$ cat src/rtl/const_prod_mult_seq.sv
// const_prod_mult_seq
//   Multi-cycle shift-add engine computing result = CONST * num1 * num2.
//   Phase MUL1 forms P = num1 * num2 in WIDTH cycles, phase MUL2 forms
//   CONST * P in CONST_W cycles. The result is full precision
//   (RES_W = 2*WIDTH + CONST_W), so it can never overflow.
//
// Ports
//   clk        rising-edge clock
//   rst_n      asynchronous active-low reset
//   in_valid   num1/num2 are valid
//   in_ready   operands can be accepted this cycle
//   num1       unsigned operand A [WIDTH]
//   num2       unsigned operand B [WIDTH]
//   out_valid  result is valid and held
//   out_ready  consumer takes the result this cycle
//   result     CONST*num1*num2, unsigned [RES_W]
//   busy       high while multiplying (MUL1 or MUL2)
//   state_dbg  current FSM state (IDLE=0, MUL1=1, MUL2=2, DONE=3)
//
// Handshake: a transfer happens on a rising edge where valid & ready are
// both high. Input side: in_ready is high in IDLE, and in DONE when the
// result is being taken in the same cycle, which lets a new operand pair
// enter MUL1 on the result's handshake edge with no bubble. Output side:
// out_valid/result stay stable from completion until out_valid & out_ready.

module const_prod_mult_seq #(
  parameter int WIDTH   = 20,
  parameter int CONST   = 7,
  parameter int CONST_W = 3,
  localparam int RES_W  = 2 * WIDTH + CONST_W
) (
  input  logic             clk,
  input  logic             rst_n,
  input  logic             in_valid,
  output logic             in_ready,
  input  logic [WIDTH-1:0] num1,
  input  logic [WIDTH-1:0] num2,
  output logic             out_valid,
  input  logic             out_ready,
  output logic [RES_W-1:0] result,
  output logic             busy,
  output logic [1:0]       state_dbg
);

  // The multiplier register serves both phases, so it is as wide as the
  // wider of the two multipliers (num2 in MUL1, CONST in MUL2).
  localparam int MW    = (WIDTH > CONST_W) ? WIDTH : CONST_W;
  localparam int CNT_W = $clog2(MW + 1);

  if ((CONST < 0) || (CONST >= (1 << CONST_W))) begin : g_const_check
    $error("const_prod_mult_seq: CONST=%0d does not fit in CONST_W=%0d bits",
           CONST, CONST_W);
  end

  typedef enum logic [1:0] {
    IDLE = 2'd0,
    MUL1 = 2'd1,
    MUL2 = 2'd2,
    DONE = 2'd3
  } state_t;

  state_t           state;
  logic [RES_W-1:0] mcand;   // shifted multiplicand
  logic [MW-1:0]    mplier;  // multiplier, consumed LSB first
  logic [RES_W-1:0] acc;
  logic [CNT_W-1:0] cnt;

  logic [RES_W-1:0] acc_next;
  logic             accept;

  assign acc_next  = mplier[0] ? (acc + mcand) : acc;
  assign in_ready  = (state == IDLE) | ((state == DONE) & out_ready);
  assign accept    = in_valid & in_ready;
  assign busy      = (state == MUL1) | (state == MUL2);
  assign state_dbg = state;

  always_ff @(posedge clk or negedge rst_n) begin
    if (!rst_n) begin
      state     <= IDLE;
      mcand     <= '0;
      mplier    <= '0;
      acc       <= '0;
      cnt       <= '0;
      result    <= '0;
      out_valid <= 1'b0;
    end else begin
      case (state)
        IDLE, DONE: begin
          // out_ready while out_valid is low is harmless: it only clears
          // a flag that is already clear.
          if (out_ready) out_valid <= 1'b0;
          if (accept) begin
            mcand  <= RES_W'(num1);
            mplier <= MW'(num2);
            acc    <= '0;
            cnt    <= '0;
            state  <= MUL1;
          end else if ((state == DONE) && out_ready) begin
            state <= IDLE;
          end
        end

        MUL1: begin
          acc    <= acc_next;
          mcand  <= mcand << 1;
          mplier <= mplier >> 1;
          cnt    <= cnt + CNT_W'(1);
          if (cnt == CNT_W'(WIDTH - 1)) begin
            // acc_next now holds P = num1*num2; it becomes the multiplicand.
            mcand  <= acc_next;
            mplier <= MW'(CONST);
            acc    <= '0;
            cnt    <= '0;
            state  <= MUL2;
          end
        end

        MUL2: begin
          acc    <= acc_next;
          mcand  <= mcand << 1;
          mplier <= mplier >> 1;
          cnt    <= cnt + CNT_W'(1);
          if (cnt == CNT_W'(CONST_W - 1)) begin
            result    <= acc_next;
            out_valid <= 1'b1;
            state     <= DONE;
          end
        end

        default: state <= IDLE;
      endcase
    end
  end

endmodule
$ cat config.mk
export PLATFORM = sky130hd
export DESIGN_NAME = const_prod_mult_seq
export DESIGN_NICKNAME = d
export VERILOG_FILES = /design/src/rtl/const_prod_mult_seq.sv
export SDC_FILE = /design/constraint.sdc
export NUM_CORES = 1
export LEC_CHECK = 0
export ABC_AREA = 0
export BUFFER_PORTS_ARGS = -buffer_cell sky130_fd_sc_hd__buf_2
export CAP_MARGIN = 15
export CORE_ASPECT_RATIO = 0.8
export CORE_MARGIN = 4
export CORE_UTILIZATION = 54
export CTS_CLUSTER_DIAMETER = 40
export DETAILED_ROUTE_END_ITERATION = 8
export PLACE_DENSITY = 0.81
export SLEW_MARGIN = 30
export SYNTH_ARGS = -nofsm -noshare
export SYNTH_HDL_FRONTEND = slang
export SYNTH_SLANG_ARGS = --single-unit
$ cat constraint.sdc
create_clock -name clk -period 3.35 [get_ports clk]
set_input_delay 0.67 -clock clk [delete_from_list [all_inputs] [get_ports clk]]
set_output_delay 0.67 -clock clk [all_outputs]
set_load 0.005 [all_outputs]
Yosys cells after proc, flatten, opt, wreduce, memory -nomap -nowiden
Cells that the tools add are included.
W data, S select, Z words.
Cells by class
  eq/ne operators: 10
  shift operators: 0
  reduce and logical (&&, ||, !) cells: 7
  multiply operators: 0
  divide/modulo/power cells: 0
  multiplexer cells: 21
  bitwise gates (word level): 4
  magnitude comparators: 0
  add/sub/neg operators: 2
Operators with widths (number)
  $pmux W43 S3: 2
  $mux W43: 5
  $pmux W20 S3: 1
  $add A43 B43 Y43: 1
  $mux W20: 1
  $mux W19: 1
  $pmux W5 S3: 1
  $mux W5: 2
  $mux W2: 4
  $pmux W2 S3: 1
  $reduce_and A3 Y1: 2
  $add A5 B1 Y5 const B: 1
  $eq A5 B2 Y1 const B: 1
  $eq A5 B5 Y1 const B: 1
  $eq A2 B2 Y1 const B: 2
  $ne A2 B1 Y1 const B: 2
  $ne A2 B2 Y1 const B: 2
  $ne A3 B3 Y1 const B: 1
  $and A1 B1 Y1: 2
  $eq A2 B1 Y1 const B: 1
  $logic_not A2 Y1: 1
  $mux W1: 2
  $or A1 B1 Y1: 2
  $pmux W1 S2: 1
  other kinds (4): 4
Storage, ports and cells
  RAM bits: 0
  bits of input ports: 44
  ROM bits: 0
  output and inout port bits: 48
  word-level logic and storage cells: 51
  memories kept: 0
  bits in latches: 0
  register bits after elaboration: 157

Depth between registers and ports, before layout
  depth after elaboration: 6
  depth in mapped cells: 11
  mapped depth without buffers: 11

Worst setup path after synthesis
Ideal clock, no wire load.
  path type: reg-to-reg
  start: register mcand[0]
  end: register mcand[40]
  data arrival time: 3021 ps
  clock period less this slack: 3147 ps
  buffers on the path: 0
  required time: 3224 ps
  cell stages (with the launch flop): 12
  setup time: 126 ps
  path slack: 203 ps
  path through: dfrtp_1 -> ha_1 -> fa_1 -> a21o_1 -> a221o_1 -> a31oi_4 -> o21ai_2 -> a31oi_4 -> nor4_1 -> or4_1 -> nor2b_1 -> a221o_1
On the way
  word-level cells in the longest chain between the ends: 4
RTL lines
  start, declared: RTL line 63  | logic [RES_W-1:0] mcand;
  start signal, assigned: RTL line 93  | mcand <= RES_W'(num1);
  start signal, assigned: RTL line 105  | mcand <= mcand << 1;
  start signal, assigned: RTL line 110  | mcand <= acc_next;
  $add A43 B43 Y43: RTL line 71  | assign acc_next = mplier[0] ? (acc + mcand) : acc;
  $mux W43: RTL line 71
  $mux W43: RTL line 108  | if (cnt == CNT_W'(WIDTH - 1)) begin
  $pmux W43 S3: RTL line 87  | case (state)
No other way between the ends.
A chain may end at the register's enable or synchronous reset.

Worst setup path after layout
  start: register mcand[0]
  end: register mcand[30]
The elaborated chain is that of the path after synthesis.

==> run summary <==
Chip Height - 126 µm
outcome - finished, final reports clean
Psw - 3.50 mW
worst r2r src - mcand[0]$_DFFE_PN0P_
Final Util - 64.4%
CP Launch Type - flip-flop
adder-cell share of the synthesized area - 6.58%
worst reg2reg setup slack - 110 ps
cell accounting for the most synthesized area - dfrtp_1
CP delay by family, top - compound AO/OA/AOI/OAI gates
largest net degree at the start of global routing - 74
R2R cell count - 10
top cells by area, synth - dfrtp_1 (42%), o21ai_0 (8.0%), ha_1 (6.4%)
vias in the first global route - 8377
hpwl dp - 18.7 mm
crit path DAT - 3560 ps
Synth async-reset ratio - 100%
cts bufs inserted - 17
Worst Path Required - 3670 ps
Slew @ Worst Pin - 824 ps
Pre-antenna DRT Iters - 6
Overflow after GRT - 0
most frequent cell on the critical path - a221o_1
routed wire length - 26.6 mm
Synth top area share - 41.6%
CTS root buf - clkbuf_16
crit path kind - flip-flop to flip-flop
Reg2Reg Capture Point - mcand[30]$_DFFE_PN0P_
Mapped Cells - 1056
initial antenna violation count - 0
Routed WL per cell - 19.4 µm
IO Count - 92
Highest Clock Rate - 309 MHz
# DRC - 0
H-tree levels - 4
buffers added on ports - 91
Synth Flop Type - dfrtp_1
pwr dens - 747 nW/µm²
Leak - 5.23 nW
worst path bufs/invs - 0
GPL Wtd Cong - 0.981
area delta synth->final - 14.8%
logic depth of the worst path, buffers included - 10
crit path from - mcand[0]$_DFFE_PN0P_
number of vias per cell - 6.32
initial DRC count - 898
CTS clk-pin slew, worst paths - 70 ps
# diodes - 0
Yosys warning count - 0
top-count cell post-synth - dfrtp_1
CTS sink cnt - 157
CP max stage delay - 400 ps
Die Width - 156 µm
final cycle utilization of the critical path - 96.7%
Power Total - 8.09 mW
Hold Path Class - input port to async pin
Final Hold Vio Count - 0
worst-path cell chain - ha_1 -> fa_2 -> a21o_1 -> a221o_1 -> a31oi_4 -> o21ai_1 -> a21boi_0 -> o21ai_0 -> xor2_1 -> a221o_1
CTS tree - built
post-route ant nets - 0
Initial Util - 56.1%
die area - 19700 µm²
xor and xnor area share after synthesis - 3.25%
synthesized area per cell - 8.94 µm²
unique cell type count in the Yosys netlist - 58
synthesized net count - 1149
Max rail drop VDD - 0.534 mV
Clock Power Share - 24.4%
Final Setup Violations - 0
Max-slew headroom - 44.9%
share of layout cells above drive strength 1 - 15.3%
largest family of logic cells by synthesized area - compound AO/OA/AOI/OAI gates
number of synthesized flops with an enable pin - 0
clk buf depth - 2
# rows - 42
Final Slew Violations - 0
Internal - 4.59 mW
core area - 16800 µm²
Final Net Count - 1229
Net Sw Frac - 43.2%
crit path max fanout - 5
Seq cells post-synth - 157
Syn Std Cell Area - 9440 µm²
most frequent cells after synthesis - dfrtp_1 (157), o21ai_0 (150), nand2_1 (139)
Logic pwr share - 42.5%
Slowest-stage cell, CP - dfrtp_1
DR vias - 8657
max-cap viol count - 0
worst skew pair latency - 440 ps
kind of end point of the critical path - flip-flop
GRT Util Overall - 27.7%
Clock Skew - 11.2 ps
Non-Filler Instances - 1369
placed insts - 1334
min Tclk post-route - 3240 ps
compound-cell area share of the yosys netlist - 25.7%
sequential share of power - 33.2%
sequential area share after synthesis - 41.6%
mux share of post-synthesis cell area - 5.86%
wire length of the first global-routing pass - 44.0 mm
Synth Area in Simple Gates - 13.6%
==> how the worst max path moves through the flow <==
stage | endpoint | slack (ps)
3_5_place_dp | mcand[40]$_DFFE_PN0P_ | 40
3_3_place_gp | mcand[40]$_DFFE_PN0P_ | 140
5_1_grt | mcand[38]$_DFFE_PN0P_ | -5
6_report | mcand[30]$_DFFE_PN0P_ | 110
2_1_floorplan | mcand[40]$_DFFE_PN0P_ | 200
4_1_cts | mcand[40]$_DFFE_PN0P_ | 40
==> power by group through the flow <==
| stage | clock network [mW] | logic (mW) | registers (mW) |
|---|---|---|---|
| 3_5_place_dp | 0 | 3.35 | 2.70 |
| 3_3_place_gp | 0 | 3.26 | 2.68 |
| 5_1_grt | 2.08 | 3.77 | 2.74 |
| 6_report | 1.97 | 3.43 | 2.68 |
| 4_1_cts | 1.99 | 3.39 | 2.67 |
| 2_1_floorplan | 0 | 2.19 | 2.61 |
==> flip-flops by register name, summed over array words and instances (netlist names) <==
signal,count
acc,43
mcand,43
result,43
mplier,20
cnt,5
state_dbg,2
out_valid,1
==> per-layer routing <==
layer,wire (µm),part of all wire [%],vias to the layer above,track usage [%]
met5,0,0,-,0
met4,414,1.6,0,6.64
met3,2310,8.7,37,6.79
met2,11800,44,367,41.4
met1,12100,46,4227,40.6
li1,-,-,4026,-
==> area by class of cell <==
type,count,area (µm²)
timing repair buffer,128,752
tap,220,275
sequential,157,3930
multi-input combinational,814,5210
fill,1395,5990
clock inverter,15,170
clock buffer,17,425
inverter,18,67.6
==> cell families after synthesis <==
logic type | count (synthesis)
AOI/OAI and AO/OA | 389
xor gates and xnor gates | 35
adders and majority gates | 49
buffers and inverters | 85
DFF | 157
muxes | 55
and+or+nand+nor | 286
==> placed cells by master, fill, tap and decap left out, types with 7 or more instances in the layout <==
cell type  count
nand2_1      138
a21oi_1       92
nor2b_1        7
mux2i_1       53
and3_1        14
a21o_1        19
dfrtp_1      156
buf_2         90
xor2_1        19
a31oi_1       10
clkbuf_16     17
a22o_1        31
ha_1          47
nand3_1       37
buf_4         36
xnor2_1       16
o211ai_1      11
o21ai_0      150
o221ai_1       8
inv_1         18
and2_1         8
nor2_1        48
==> metrics by stage <==
stage	instance area (µm²)	hold slack (ps)	setup WS, ps	setup TNS [ps]
after global routing	10800	273	-5.44	-8.90
final	10800	229	111	0
after floorplan	9440	374	203	0
after detailed placement	10200	469	36.4	0
after CTS	10800	261	43.0	0
after global placement	10200	457	141	0
==> repair_timing <==
action / CTS / global route
cloned: 0 / 0
hold buffers: 0 / 0
buffers inserted: 2 / 1
setup endpoints to repair: 1 / 7
gates resized for setup: 1 / 1
pin swaps: 2 / 3
(Power assumes the default switching activity.)
